===== config.mk =====
export PLATFORM = sky130hd
export DESIGN_NAME = tick_delay_scheduler
export DESIGN_NICKNAME = d
export VERILOG_FILES = /design/src/rtl/tick_delay_scheduler.sv
export SDC_FILE = /design/constraint.sdc
export NUM_CORES = 1
export LEC_CHECK = 0
export CORE_MARGIN = 4
export CORE_UTILIZATION = 45
export CTS_CLUSTER_DIAMETER = 40
export DETAILED_ROUTE_END_ITERATION = 7
export HOLD_SLACK_MARGIN = 0.03
export PLACE_DENSITY_LB_ADDON = 0.05
export SETUP_SLACK_MARGIN = 0.5
export SKIP_CTS_REPAIR_TIMING = 1
export SLEW_MARGIN = 25
export SYNTH_ARGS = -nofsm -noshare
export SYNTH_HDL_FRONTEND = slang
export SYNTH_SLANG_ARGS = --single-unit

===== constraint.sdc =====
create_clock -name i_clk -period 3.4 [get_ports i_clk]
set_clock_uncertainty 0.15 [all_clocks]
set_input_delay 0.34 -clock i_clk [delete_from_list [all_inputs] [get_ports i_clk]]
set_output_delay 0.34 -clock i_clk [all_outputs]
set_load 0.005 [all_outputs]

===== src/rtl/tick_delay_scheduler.sv =====
// Round-robin shared tick countdown: grants one requester, counts its delay in prescaled ticks, pulses Done.
// Latency: grant 1 cycle after request in IDLE; Done at G + max(Delay*TickDiv, 1); outputs registered.
// Backpressure: level requests are held until Done; dropping Req or Abort cancels the running job.
module tick_delay_scheduler #(
    parameter int TickDiv = 100000000,
    parameter int CntW    = 27,
    parameter int NumReq  = 4,
    parameter int DlyW    = 8
) (
    input  logic                   i_clk,
    input  logic                   i_rst_n,
    input  logic [NumReq-1:0]      i_req,
    input  logic [NumReq*DlyW-1:0] i_delay,
    input  logic                   i_abort,
    output logic [NumReq-1:0]      o_grant,
    output logic [NumReq-1:0]      o_done,
    output logic                   o_busy,
    output logic                   o_tick,
    output logic [DlyW-1:0]        o_remaining
);

    localparam int IdxW = $clog2(NumReq);
    localparam logic [CntW-1:0] TermCnt = CntW'(TickDiv - 1);
    localparam logic [IdxW-1:0] LastIdx = IdxW'(NumReq - 1);
    localparam logic [IdxW:0]   NumReqW = (IdxW + 1)'(NumReq);

    typedef enum logic [1:0] {S_IDLE, S_RUN, S_DONE} state_t;

    state_t             r_state;
    logic [CntW-1:0]    r_presc;
    logic [IdxW-1:0]    r_rr;
    logic [IdxW-1:0]    r_gidx;
    logic [NumReq-1:0]  r_grant;
    logic [NumReq-1:0]  r_done;
    logic               r_busy;
    logic               r_tick;
    logic [DlyW-1:0]    r_rem;

    logic [IdxW:0]      w_idx;
    logic [IdxW-1:0]    w_pick;
    logic [DlyW-1:0]    w_pick_dly;
    logic [NumReq-1:0]  w_pick_oh;
    logic [IdxW-1:0]    w_rr_nxt;
    logic [CntW-1:0]    w_presc_inc;
    logic               w_wrap;

    // Scan downward so the last hit wins: that is the first set bit at or above the pointer.
    always_comb begin
        w_idx  = '0;
        w_pick = '0;
        for (int k = NumReq - 1; k >= 0; k--) begin
            w_idx = {1'b0, r_rr} + (IdxW + 1)'(k);
            if (w_idx >= NumReqW) begin
                w_idx = w_idx - NumReqW;
            end
            if (i_req[w_idx[IdxW-1:0]]) begin
                w_pick = w_idx[IdxW-1:0];
            end
        end
    end

    always_comb begin
        w_pick_dly  = i_delay[int'(w_pick)*DlyW +: DlyW];
        w_pick_oh   = {{(NumReq-1){1'b0}}, 1'b1} << w_pick;
        w_rr_nxt    = (r_gidx == LastIdx) ? '0 : r_gidx + 1'b1;
        w_presc_inc = r_presc + 1'b1;
        w_wrap      = (r_presc == TermCnt);
    end

    always_ff @(posedge i_clk) begin
        if (!i_rst_n) begin
            r_state <= S_IDLE;
            r_presc <= '0;
            r_rr    <= '0;
            r_gidx  <= '0;
            r_grant <= '0;
            r_done  <= '0;
            r_busy  <= 1'b0;
            r_tick  <= 1'b0;
            r_rem   <= '0;
        end else begin
            case (r_state)
                S_IDLE: begin
                    r_presc <= '0;
                    r_tick  <= 1'b0;
                    r_done  <= '0;
                    if (|i_req) begin
                        r_state <= S_RUN;
                        r_gidx  <= w_pick;
                        r_grant <= w_pick_oh;
                        r_rem   <= w_pick_dly;
                        r_busy  <= 1'b1;
                    end
                end
                S_RUN: begin
                    if (i_abort || !i_req[r_gidx]) begin
                        r_state <= S_IDLE;
                        r_grant <= '0;
                        r_busy  <= 1'b0;
                        r_rem   <= '0;
                        r_presc <= '0;
                        r_tick  <= 1'b0;
                        r_rr    <= w_rr_nxt;
                    end else if (r_rem == '0 || (w_wrap && r_rem == DlyW'(1))) begin
                        r_state <= S_DONE;
                        r_done  <= r_grant;
                        r_rem   <= '0;
                        r_presc <= '0;
                        r_tick  <= 1'b0;
                    end else if (w_wrap) begin
                        r_presc <= '0;
                        r_rem   <= r_rem - 1'b1;
                        r_tick  <= (TermCnt == '0);
                    end else begin
                        // Tick is registered, so raise it on the edge that lands on the terminal count.
                        r_presc <= w_presc_inc;
                        r_tick  <= (w_presc_inc == TermCnt);
                    end
                end
                S_DONE: begin
                    r_state <= S_IDLE;
                    r_done  <= '0;
                    r_grant <= '0;
                    r_busy  <= 1'b0;
                    r_tick  <= 1'b0;
                    r_presc <= '0;
                    r_rr    <= w_rr_nxt;
                end
                default: begin
                    r_state <= S_IDLE;
                    r_grant <= '0;
                    r_done  <= '0;
                    r_busy  <= 1'b0;
                    r_tick  <= 1'b0;
                    r_rem   <= '0;
                    r_presc <= '0;
                end
            endcase
        end
    end

    assign o_grant     = r_grant;
    assign o_done      = r_done;
    assign o_busy      = r_busy;
    assign o_tick      = r_tick;
    assign o_remaining = r_rem;

endmodule


==> flow_summary.rst, run 1 <==
.. list-table::
   :header-rows: 1

   * - Metric
     - Value
   * - Via total after detailed routing
     - about 2800
   * - Outcome
     - finished clean
   * - Number of distinct library cells after synthesis
     - 59
   * - Xor-xnor portion of the synthesized cell area
     - 6.66%
   * - Number of maximum-capacitance violations
     - 0
   * - Number of antenna diodes
     - 0
   * - Cts bufs inserted
     - 5
   * - HPWL reported at the end of detailed placement
     - a little under 6000 um
   * - Synth warnings
     - 0
   * - Wire length reported by the detailed router
     - 7520 um
   * - Leading register cell type out of synthesis
     - sky130_fd_sc_hd__dfxtp_1
   * - Crit Reg-Reg Startpoint
     - r_presc[0]
   * - Crit-path leading delay family
     - simple AND/OR/NAND/NOR gates
   * - Multiplexer share of the synthesized area
     - 7.90%
   * - Final ANT Viol Nets
     - 0
   * - Worst hold-check path type
     - reg2reg
   * - Port Buffer Count
     - 56
   * - Setup Slack @ Placement
     - 0.666 ns
   * - DRC viols
     - 0
   * - Count of flip-flops with a built-in enable after synthesis
     - 0
   * - Nets
     - ~470
   * - Hold violation total from the final report
     - 0
   * - HP Start
     - o_done[3]
   * - Sum of buffers and inverters on the critical path
     - 0
   * - Slowest cell on the critical path
     - sky130_fd_sc_hd__nor4_1
   * - Worst path required time
     - between 3 and 4 ns
   * - Number of buffers between clock root and the deepest sink
     - 2
   * - Syn_area_per_cell
     - 8.22 um2
   * - Starting density of the core
     - roughly 47%
   * - Congestion Overflow GR
     - 0
   * - Clock period minus worst slack
     - 2.65 ns
   * - Number of detailed-routing iterations run before antenna repair
     - 4
   * - Fmax
     - 377 MHz
   * - Setup repair after global routing missed its margin
     - false
   * - Placement Rows
     - 29
   * - Setup_tns
     - 0 ns
   * - R2R Path End
     - o_tick
   * - Clock latency of the later-clocked register in the worst-skew pair
     - a little over 0.3 ns
   * - Cell Chain, Critical Path
     - ha_1, nand4_4, nor4_1, nand2_1, xor2_1, nor4_1, and4_1
   * - Final cell utilization of the core
     - 58.6%
   * - Number of pins with negative max-slew slack in the final report
     - 0
   * - Setup WS post-layout
     - 0.751 ns
   * - Multi-input gate area in the final layout
     - between 1500 and 2000 um2
   * - Storage element area
     - 1020 um2
   * - Total GRT Usage
     - 19.5%
   * - Largest family of logic cells by synthesized area
     - simple AND/OR/NAND/NOR gates
   * - Area growth from synthesis to layout
     - 24.4%
   * - Arithmetic-cell share of the synthesized area counting full adders, half adders and majority gates
     - 2.07%
   * - Vias in the first global route
     - 2743
   * - Simple-gate share of the synthesized area
     - 31.2%
   * - Commonest non-fill, non-tap cells in the layout
     - sky130_fd_sc_hd__clkdlybuf4s50_1, sky130_fd_sc_hd__dfxtp_1, sky130_fd_sc_hd__nor2_1, sky130_fd_sc_hd__nand2_1, sky130_fd_sc_hd__nand3_1
   * - Largest net degree at the start of global routing
     - 28
   * - Slew margin rel.
     - between 40% and 50%
   * - Post-synthesis compound-gate area fraction
     - 14.4%
   * - TritonCTS clock tree
     - yes
   * - Initial antenna violation count
     - 0
   * - Average vias per placed instance
     - 5.70
   * - Core footprint
     - ~6400 um2
   * - Class of the most critical setup path
     - reg2reg
   * - Critical path's most frequent cell
     - sky130_fd_sc_hd__nor4_1
   * - Area of the mapped netlist
     - just over 3000 um2
   * - Overall die width
     - about 90 um
   * - Power per cell area
     - 367 nW/um2
   * - Leak pwr
     - around 1.3 nW
   * - Post-Synthesis Cells
     - 368
   * - Vertical extent of the die
     - 90.0 um
   * - Leading cell type in the layout, fill and taps excluded
     - sky130_fd_sc_hd__clkdlybuf4s50_1
   * - WL/cell
     - about 15 um
   * - Worst min-delay path endpoint
     - o_done[3]
   * - Final period util
     - 77.9%
   * - Category of the worst setup path launch point
     - flop
   * - Clock H-tree levels
     - 2
   * - Crit Path Max Fanout
     - 8
   * - Number of flip-flops and latches in the synthesized netlist
     - a little over 50
   * - Synthesized net count
     - approximately 410
   * - Transition time at the pin with the least slew margin
     - around 0.87 ns
   * - Fraction of synthesis flops using an asynchronous set or reset pin
     - 0%
   * - CP endpoint kind
     - flop
   * - I/O pin cnt
     - between 50 and 60
   * - Routability-driven placement congestion ratio
     - 0.842
   * - Delay of the slowest cell on the worst path
     - 0.70 ns
   * - Share of layout cells above drive strength 1
     - 6.62%
   * - Clock transition at the registers of the reported paths
     - around 0.10 ns
   * - Worst-case vdd ir drop
     - 0.251 mV
   * - DRT iter0 DRCs
     - 124
   * - Clock sink count
     - 51
   * - Root Buffer
     - sky130_fd_sc_hd__clkbuf_8
   * - Die area
     - 8100 um2
   * - Filler instances
     - 591
   * - Logic depth of the worst register-to-register path
     - 7
   * - Register-to-register path setup slack
     - 0.75 ns
   * - Instance count along the most critical hold path
     - 2
   * - First-pass GRT wire length
     - 13200 um
   * - Post-synthesis sequential area ratio
     - 33.8%
   * - Setup violations, final
     - 0
   * - Critical Path AT
     - 2.76 ns
[per-layer routing]
metal  global-route usage [%]  part of all wire, %  vias up
met5                        0                    0        -
met4                     5.61                  1.4        0
met3                     3.67                  3.9        9
met2                     29.8                   46       47
met1                     27.9                   49     1346
li1                         -                    -     1446
[how the worst max path moves through the flow]
stage | startpoint | to | slack, ns | cells after the start
final | r_presc[0] | o_tick | 0.75 | 7
after global routing | r_presc[1] | o_tick | 0.58 | 7
after floorplan | r_presc[0] | o_remaining[2] | 1.02 | 6
after global placement | i_req[0] | o_remaining[1] | 0.71 | 7
after detailed placement | i_req[0] | o_remaining[0] | 0.67 | 7
after CTS | r_presc[0] | o_remaining[2] | 0.77 | 6
[cell usage after synthesis (3+ instances only)]
cell type,n,area [um2]
sky130_fd_sc_hd__nor2_1,46,173
sky130_fd_sc_hd__xor2_1,12,105
sky130_fd_sc_hd__a21oi_1,15,75.1
sky130_fd_sc_hd__buf_4,4,30.0
sky130_fd_sc_hd__clkbuf_1,5,18.8
sky130_fd_sc_hd__and4_1,6,52.6
sky130_fd_sc_hd__nand4_1,10,62.6
sky130_fd_sc_hd__nand3_1,18,90.1
sky130_fd_sc_hd__inv_1,15,56.3
sky130_fd_sc_hd__mux2_2,6,67.6
sky130_fd_sc_hd__nand2_1,25,93.8
sky130_fd_sc_hd__buf_2,3,15.0
sky130_fd_sc_hd__nor4_1,8,50.1
sky130_fd_sc_hd__mux2i_1,16,160
sky130_fd_sc_hd__nand2b_1,4,25.0
sky130_fd_sc_hd__o221ai_1,4,35.0
sky130_fd_sc_hd__o21ai_0,15,75.1
sky130_fd_sc_hd__ha_1,5,62.6
sky130_fd_sc_hd__xnor2_1,11,96.3
sky130_fd_sc_hd__and2_1,3,18.8
sky130_fd_sc_hd__nor2b_1,16,100
sky130_fd_sc_hd__or4_1,4,30.0
sky130_fd_sc_hd__dfxtp_1,51,1020
sky130_fd_sc_hd__or3_1,5,31.3
sky130_fd_sc_hd__and3_1,4,25.0
sky130_fd_sc_hd__nor3_1,12,60.1
sky130_fd_sc_hd__a31oi_1,4,25.0
[state kept, by name, indices dropped and copies added, names as in the netlist]
signal,cells
r_presc,27
o_done,4
o_grant,4
o_tick,1
o_remaining,8
r_gidx,2
o_busy,1
r_state,2
r_rr,2
[power by group]
group	switching (mW)	internal [mW]	leakage, nW
combinational	0.133	0.154	0.859
sequential	0.0343	0.621	0.414
clock	0.214	0.222	0.0548
[worst min-delay path, delay by kind of cell, from the launching register on]
kind / cells / cell delay (ns)
AND/OR/NAND/NOR: 1 / 0.05
AO/OA/AOI/OAI: 1 / 0.06
flip-flops: 1 / 0.32
[layout make-up]
cell class	count	share of cell area, %
Clock inverter	3	1.23
Sequential cell	51	27.1
Clock buffer	5	1.83
Multi-Input combinational cell	290	50.2
Timing Repair Buffer	59	15.5
Tap cell	77	2.56
Inverter	15	1.50
[cell families after synthesis]
| family | after synthesis |
|---|---|
| and+or+nand+nor | 174 |
| muxes | 23 |
| adders and majority gates | 5 |
| DFF | 51 |
| AOI/OAI and AO/OA | 65 |
| xor gates and xnor gates | 23 |
| buffers and inverters | 27 |
[stage by stage]
stage                     total power, mW  hold WS, ns  instances  area, um2
final                                1.38        0.314        500       3760
after global routing                 1.46        0.341        500       3760
after CTS                            1.39        0.320        500       3760
after detailed placement            0.956        0.305        492       3650
after global placement              0.950        0.293        492       3650
after floorplan                     0.832        0.302        368       3020
Note: power is estimated with default switching activity, not from simulation.
==> inputs of run 2 (changes only) <==
- clock period: 3.4 -> 2.7 ns (I/O delays scaled with it)
==> run 2 against run 1 <==
  * Die area stayed put
  * Worst setup slack got worse by 0.27 ns
  * Total power up 25%
  * Cell count rose by 5.2%
  * Critical path type unchanged
  * Design area increased by 10%
  * Count of clock-buffer cells in the layout increased by 1
  * Fmax grew 20%
  * Sequential share of layout area is 2.0 points lower
  * Sequential power increased by 26%
==> flow_summary.rst, run 2 (synthesis gave the netlist of run 1 again) <==
.. list-table::
   :header-rows: 1

   * - Metric
     - Value
   * - Starting density of the core
     - 47.1% (unchanged)
   * - Setup_tns
     - 0 ns (unchanged)
   * - Setup violations, final
     - 0 (unchanged)
   * - Sum of buffers and inverters on the critical path
     - 0 (unchanged)
   * - Clock sink count
     - 51 (unchanged)
   * - Total GRT Usage
     - 18.9% (-0.57 points)
   * - Class of the most critical setup path
     - reg2reg
   * - Clock period minus worst slack
     - 2.21 ns (-0.434 ns)
   * - Worst-case vdd ir drop
     - 0.244 mV (-3.0%)
   * - Critical path's most frequent cell
     - sky130_fd_sc_hd__or4_4
   * - Register with the highest flop count
     - r_presc
   * - Worst hold-check path type
     - reg2reg
   * - Placement Rows
     - 29 (unchanged)
   * - Crit Path Max Fanout
     - 8 (unchanged)
   * - Core footprint
     - 6420 um2 (unchanged)
   * - Largest net degree at the start of global routing
     - 17 (-39%)
   * - Routability-driven placement congestion ratio
     - 0.848 (+0.75%)
   * - Via total after detailed routing
     - 2973 (+4.4%)
   * - Leading cell type in the layout, fill and taps excluded
     - sky130_fd_sc_hd__clkdlybuf4s50_1
   * - Outcome
     - finished clean
   * - Delay of the slowest cell on the worst path
     - 0.53 ns (-0.17 ns)
   * - CP endpoint kind
     - flop
   * - Critical Path AT
     - 2.27 ns (-0.49 ns)
   * - Initial antenna violation count
     - 0 (unchanged)
   * - Area growth from synthesis to layout
     - 37.1%
   * - Cell Chain, Critical Path
     - or4_4, or4_4, nand3_4, o21ai_4, a221o_1
   * - Total chip power
     - 1.72 mW (+25%)
   * - Final ANT Viol Nets
     - 0 (unchanged)
   * - Wire length reported by the detailed router
     - 7990 um (+6.2%)
   * - Die area
     - 8100 um2 (unchanged)
   * - Logic depth of the worst register-to-register path
     - 5 (-2)
   * - Hold violation total from the final report
     - 0 (unchanged)
   * - Fmax
     - 452 MHz (+20%)
   * - Crit-path leading delay family
     - simple AND/OR/NAND/NOR gates
   * - Clock latency of the later-clocked register in the worst-skew pair
     - 0.31 ns (about the same)
   * - Power per cell area
     - 414 nW/um2 (+13%)
   * - DRT iter0 DRCs
     - 132 (+6.5%)
   * - Worst path required time
     - 2.75 ns (-0.76 ns)
   * - Crit. path cell count
     - 5 (-2)
   * - Instance count along the most critical hold path
     - 1 (-1)
   * - I/O pin cnt
     - 57 (unchanged)
   * - Vias in the first global route
     - 2647 (-3.5%)
   * - Slew margin rel.
     - 67.7% (+26 points)
   * - Average vias per placed instance
     - 5.65 (-0.77%)
   * - Leak pwr
     - 1.51 nW (+13%)
   * - Category of the worst setup path launch point
     - flop
   * - Transition time at the pin with the least slew margin
     - 0.480 ns (-0.391 ns)
   * - Hold WS
     - 0.301 ns (-0.0137 ns)
   * - Share of layout cells above drive strength 1
     - 19.4% (+13 points)
   * - Number of maximum-capacitance violations
     - 0 (unchanged)
   * - Nets
     - 492 (+5.6%)
   * - WL/cell
     - 15.2 um (+0.98%)
   * - Slowest cell on the critical path
     - sky130_fd_sc_hd__or4_4
   * - Root Buffer
     - sky130_fd_sc_hd__clkbuf_8
   * - Number of detailed-routing iterations run before antenna repair
     - 4 (unchanged)
   * - Clock H-tree levels
     - 2 (unchanged)
   * - HPWL reported at the end of detailed placement
     - 5980 um (+3.0%)
   * - Final period util
     - 82.0% (+4.1 points)
   * - Setup repair after global routing missed its margin
     - true
   * - TritonCTS clock tree
     - yes
   * - Overall die width
     - 90.0 um (unchanged)
   * - Vertical extent of the die
     - 90.0 um (unchanged)
   * - Commonest non-fill, non-tap cells in the layout
     - sky130_fd_sc_hd__clkdlybuf4s50_1, sky130_fd_sc_hd__nor2_1, sky130_fd_sc_hd__dfxtp_1, sky130_fd_sc_hd__nand2_1, sky130_fd_sc_hd__buf_4
   * - First-pass GRT wire length
     - 12700 um (-3.9%)
   * - Port Buffer Count
     - 56 (unchanged)
   * - Number of pins with negative max-slew slack in the final report
     - 0 (unchanged)
   * - DRC viols
     - 0 (unchanged)
   * - Largest register FFs
     - 27 (unchanged)
   * - Number of buffers between clock root and the deepest sink
     - 2 (unchanged)
   * - Number of antenna diodes
     - 0 (unchanged)
   * - Cts bufs inserted
     - 5 (unchanged)
   * - Congestion Overflow GR
     - 0 (unchanged)
   * - Final cell utilization of the core
     - 64.6% (+6.0 points)
   * - Clock transition at the registers of the reported paths
     - 0.10 ns (about the same)
## run 2: changes by cell type in the layout (fill, tap and decap cells not counted), sizes merged
cell	before	now
bufinv	1	0
clkinv	0	1
buf	3	29
dlymetal6s2s	0	3
clkdlybuf4s50	56	53
inv	16	15
clkbuf	5	6
## run 2: worst paths after layout
check / start / to / slack [ns]
hold / removal: r_presc[0] / r_presc[0] / 0.30
setup reg to reg: o_remaining[5] / o_remaining[3] / 0.49
setup / recovery: o_remaining[5] / o_remaining[3] / 0.49
hold reg to reg: r_presc[0] / r_presc[0] / 0.30
## run 2: area by class of cell
cell class	count	area [um2]
multi-input combinational	290	2050
inverter	15	56.3
clock buffer	6	82.6
clock inverter	2	16.3
sequential	51	1040
tap	77	96.3
timing repair buffer	85	805
fill	555	2280
## run 2: worst reg2reg max path, cell delays in order (launching register included)
cell and delay [ns]:
sky130_fd_sc_hd__dfxtp_4 0.36, sky130_fd_sc_hd__or4_4 0.53, sky130_fd_sc_hd__or4_4 0.47, sky130_fd_sc_hd__nand3_4 0.13, sky130_fd_sc_hd__o21ai_4 0.11, sky130_fd_sc_hd__a221o_1 0.36
## run 2: metal layers
| metal | routed length, um | vias to the layer above | GRT usage [%] |
|---|---|---|---|
| met4 | 100 | 0 | 5.74 |
| met3 | 228 | 9 | 3.67 |
| met1 | 4020 | 1417 | 27.0 |
| li1 | - | 1499 | - |
| met5 | 0 | - | 0 |
| met2 | 3640 | 48 | 28.8 |
## run 2: power by group
part	internal [mW]	switching (mW)	total [mW]
Clock	0.210	0.259	0.469
Combinational	0.232	0.191	0.423
Sequential	0.781	0.0435	0.824
## run 2: per-stage QoR
step	worst slack, ns	std cells	instance area [um2]
3_5_place_dp	0.159	503	3750
6_report	0.485	526	4150
5_1_grt	0.437	526	4150
3_3_place_gp	0.208	503	3750
2_1_floorplan	0.503	368	3050
4_1_cts	0.313	511	3850
==> inputs of run 3 (changes only) <==
- clock period: 2.7 -> 1.9 ns (I/O delays scaled with it)
==> run 3 against run 2 <==
  * The flow now finishes with violations (setup timing)
  * Worst hold slack improved by 0.011 ns
  * Fmax decreased by 6.4%
  * Worst setup slack got worse by 0.95 ns
  * Count of clock-buffer cells in the layout decreased by 1
  * Routed wire length increased by 34%
  * Die area unchanged
  * Sequential power increased by 41%
  * Critical path depth increased by 1
  * Design area increased by 30%
  * Register-to-register slack got worse by 0.95 ns
  * Via count increased by 19%
  * Sequential cell count unchanged
  * Critical path type unchanged
  * Largest cell class unchanged
  * Largest power group unchanged
==> flow_summary.rst, run 3 (synthesis gave the netlist of run 1 again) <==
.. list-table::
   :header-rows: 1

   * - Metric
     - Value
   * - Outcome
     - finished, violations left
   * - Failing checks
     - setup timing
   * - Crit-path leading delay family
     - simple AND/OR/NAND/NOR gates
   * - Commonest non-fill, non-tap cells in the layout
     - sky130_fd_sc_hd__buf_4, sky130_fd_sc_hd__clkdlybuf4s50_1, sky130_fd_sc_hd__dfxtp_1, sky130_fd_sc_hd__nand2_1, sky130_fd_sc_hd__nor2_1
   * - DRC viols
     - 0 (unchanged)
   * - Clock H-tree levels
     - 2 (unchanged)
   * - Multi-input gate area in the final layout
     - 2340 um2 (+14%)
   * - Clock period minus worst slack
     - 2.37 ns (+0.152 ns)
   * - Overall die width
     - 90.0 um (unchanged)
   * - Category of the worst setup path launch point
     - flop
   * - Clock power frac
     - 27.0% (-0.3 points)
   * - Slew margin rel.
     - 62.6% (-5.1 points)
   * - Setup repair after global routing missed its margin
     - true
   * - Core footprint
     - 6420 um2 (unchanged)
   * - Worst-case vdd ir drop
     - 0.499 mV (+100%)
   * - Nets
     - 595 (+21%)
   * - Routability-driven placement congestion ratio
     - 0.917 (+8.1%)
   * - Clock transition at the registers of the reported paths
     - 0.10 ns (about the same)
   * - Root Buffer
     - sky130_fd_sc_hd__clkbuf_8
   * - Cell Chain, Critical Path
     - nor4b_4, nand4_1, or3_4, or3_4, buf_6, o311ai_2
   * - Switching power summed over all nets
     - 848 uW (+72%)
   * - Final cell utilization of the core
     - 83.7% (+19 points)
   * - Number of standard cells in the layout, taps in and fillers out
     - 629 (+20%)
   * - Vias in the first global route
     - 3177 (+20%)
   * - Portion of total power attributed to combinational logic
     - 32.8% (+8.1 points)
   * - Via total after detailed routing
     - 3544 (+19%)
   * - Congestion Overflow GR
     - 0 (unchanged)
   * - Delay of the slowest cell on the worst path
     - 0.45 ns (-0.08 ns)
   * - Storage element area
     - 1060 um2 (+2.2%)
   * - Clock latency of the later-clocked register in the worst-skew pair
     - 0.31 ns (about the same)
   * - Number of buffers between clock root and the deepest sink
     - 2 (unchanged)
   * - Sequential share of power
     - 40.2% (-7.8 points)
   * - Net Sw Frac
     - 29.4% (+0.68 points)
   * - CP endpoint kind
     - flop
   * - HPWL reported at the end of detailed placement
     - 6870 um (+15%)
   * - Hold violation total from the final report
     - 0 (unchanged)
   * - Placement Rows
     - 29 (unchanged)
   * - Critical Path AT
     - 2.42 ns (+0.15 ns)
   * - Register with the highest flop count
     - r_presc
   * - I/O pin cnt
     - 57 (unchanged)
   * - DRT iter0 DRCs
     - 183 (+39%)
   * - Number of pins with negative max-slew slack in the final report
     - 0 (unchanged)
   * - Vertical extent of the die
     - 90.0 um (unchanged)
   * - Slowest cell on the critical path
     - sky130_fd_sc_hd__or3_4
   * - Leak pwr
     - 2.39 nW (+59%)
   * - First-pass GRT wire length
     - 14400 um (+13%)
   * - Worst path required time
     - 1.95 ns (-0.80 ns)
   * - Setup violations, final
     - 42 (+42)
   * - Final period util
     - 125% (+43 points)
   * - Area growth from synthesis to layout
     - 77.7%
   * - Class of the most critical setup path
     - reg2reg
   * - Average vias per placed instance
     - 5.63 (-0.31%)
   * - Largest register FFs
     - 27 (unchanged)
   * - Critical path's most frequent cell
     - sky130_fd_sc_hd__or3_4
   * - Initial antenna violation count
     - 0 (unchanged)
   * - WL/cell
     - 17.0 um (+12%)
   * - Crit Path Max Fanout
     - 4 (-4)
   * - Die area
     - 8100 um2 (unchanged)
   * - Transition time at the pin with the least slew margin
     - 0.547 ns (+0.0665 ns)
   * - Share of layout cells above drive strength 1
     - 43.5% (+24 points)
   * - Internal cell power
     - 2.03 mW (+66%)
   * - Number of maximum-capacitance violations
     - 0 (unchanged)
   * - Total GRT Usage
     - 21.0% (+2.1 points)
   * - Starting density of the core
     - 47.1% (unchanged)
   * - Wire length reported by the detailed router
     - 10700 um (+34%)
   * - DP Cell Count
     - 598 (+19%)
   * - Final ANT Viol Nets
     - 0 (unchanged)
   * - Power per cell area
     - 536 nW/um2 (+30%)
   * - Filler instances
     - 365 (-34%)
   * - Number of detailed-routing iterations run before antenna repair
     - 5 (+1)
   * - Number of antenna diodes
     - 0 (unchanged)
   * - Worst hold-check path type
     - reg2reg
   * - Fmax
     - 422 MHz (-6.4%)
   * - TritonCTS clock tree
     - yes
   * - Setup WS post-layout
     - -0.467 ns (-0.952 ns)
   * - Port Buffer Count
     - 56 (unchanged)
   * - Clock sink count
     - 51 (unchanged)
   * - Sum of buffers and inverters on the critical path
     - 1 (+1)
   * - Cts bufs inserted
     - 5 (unchanged)
   * - Leading cell type in the layout, fill and taps excluded
     - sky130_fd_sc_hd__buf_4
   * - Largest net degree at the start of global routing
     - 17 (unchanged)
==> run 3: cell count changes in the layout (fill, tap and decap cells not counted), sizes merged <==
| cell | delta |
|---|---|
| clkinv | +1 |
| o2bb2a | +1 |
| clkinvlp | -1 |
| bufinv | +1 |
| clkdlybuf4s50 | -17 |
| buf | +101 |
| dlymetal6s2s | +17 |
==> run 3: worst register-to-register path: stages, from the launching register on <==
cell                       delay (ns)
sky130_fd_sc_hd__dfxtp_1         0.35
sky130_fd_sc_hd__nor4b_4         0.36
sky130_fd_sc_hd__nand4_1         0.17
sky130_fd_sc_hd__or3_4           0.45
sky130_fd_sc_hd__or3_4           0.39
sky130_fd_sc_hd__buf_6           0.14
sky130_fd_sc_hd__o311ai_2        0.25
==> run 3: power groups by stage <==
stage / clock network [mW] / registers (mW) / logic, mW
final: 0.778 / 1.16 / 0.945
after global routing: 0.821 / 1.16 / 1.01
after detailed placement: 0 / 1.17 / 0.746
after CTS: 0.783 / 1.15 / 0.751
after global placement: 0 / 1.17 / 0.734
after floorplan: 0 / 1.18 / 0.361
==> run 3: metrics by stage <==
step / total power, mW / TNS (ns) / setup WS, ns / cell area, um2 / hold slack (ns)
after floorplan: 1.54 / -5.51 / -0.232 / 3150 / 0.256
after global placement: 1.91 / -15.10 / -0.452 / 4550 / 0.295
after detailed placement: 1.92 / -15.78 / -0.502 / 4550 / 0.311
after CTS: 2.68 / -13.34 / -0.420 / 4660 / 0.327
after global routing: 2.99 / -15.48 / -0.499 / 5370 / 0.344
final: 2.88 / -13.41 / -0.467 / 5370 / 0.312
==> run 3: final timing paths <==
kind / start / endpoint / slack (ns) / cells past startpoint
worst min-delay path: o_done[0] / o_done[0] / 0.31 / 2
worst max register to register: r_presc[25] / o_remaining[2] / -0.47 / 6
worst min register to register: o_done[0] / o_done[0] / 0.31 / 2
worst max-delay path: r_presc[25] / o_remaining[2] / -0.47 / 6
==> run 3: area by class of cell <==
| class | instances | area share, % |
|---|---|---|
| clock inverter | 3 | 0.815 |
| tap | 77 | 1.79 |
| clock buffer | 5 | 1.28 |
| inverter | 15 | 1.05 |
| sequential | 51 | 19.8 |
| multi-input combinational | 291 | 43.6 |
| timing repair buffer | 187 | 31.6 |
==> run 3: routing by layer <==
metal	global-route usage [%]	share of wire, %	vias up
li1	-	-	1700
met1	28.5	43	1681
met2	35.5	50	142
met3	3.51	5.7	21
met4	4.08	1.7	0
met5	0	0	-
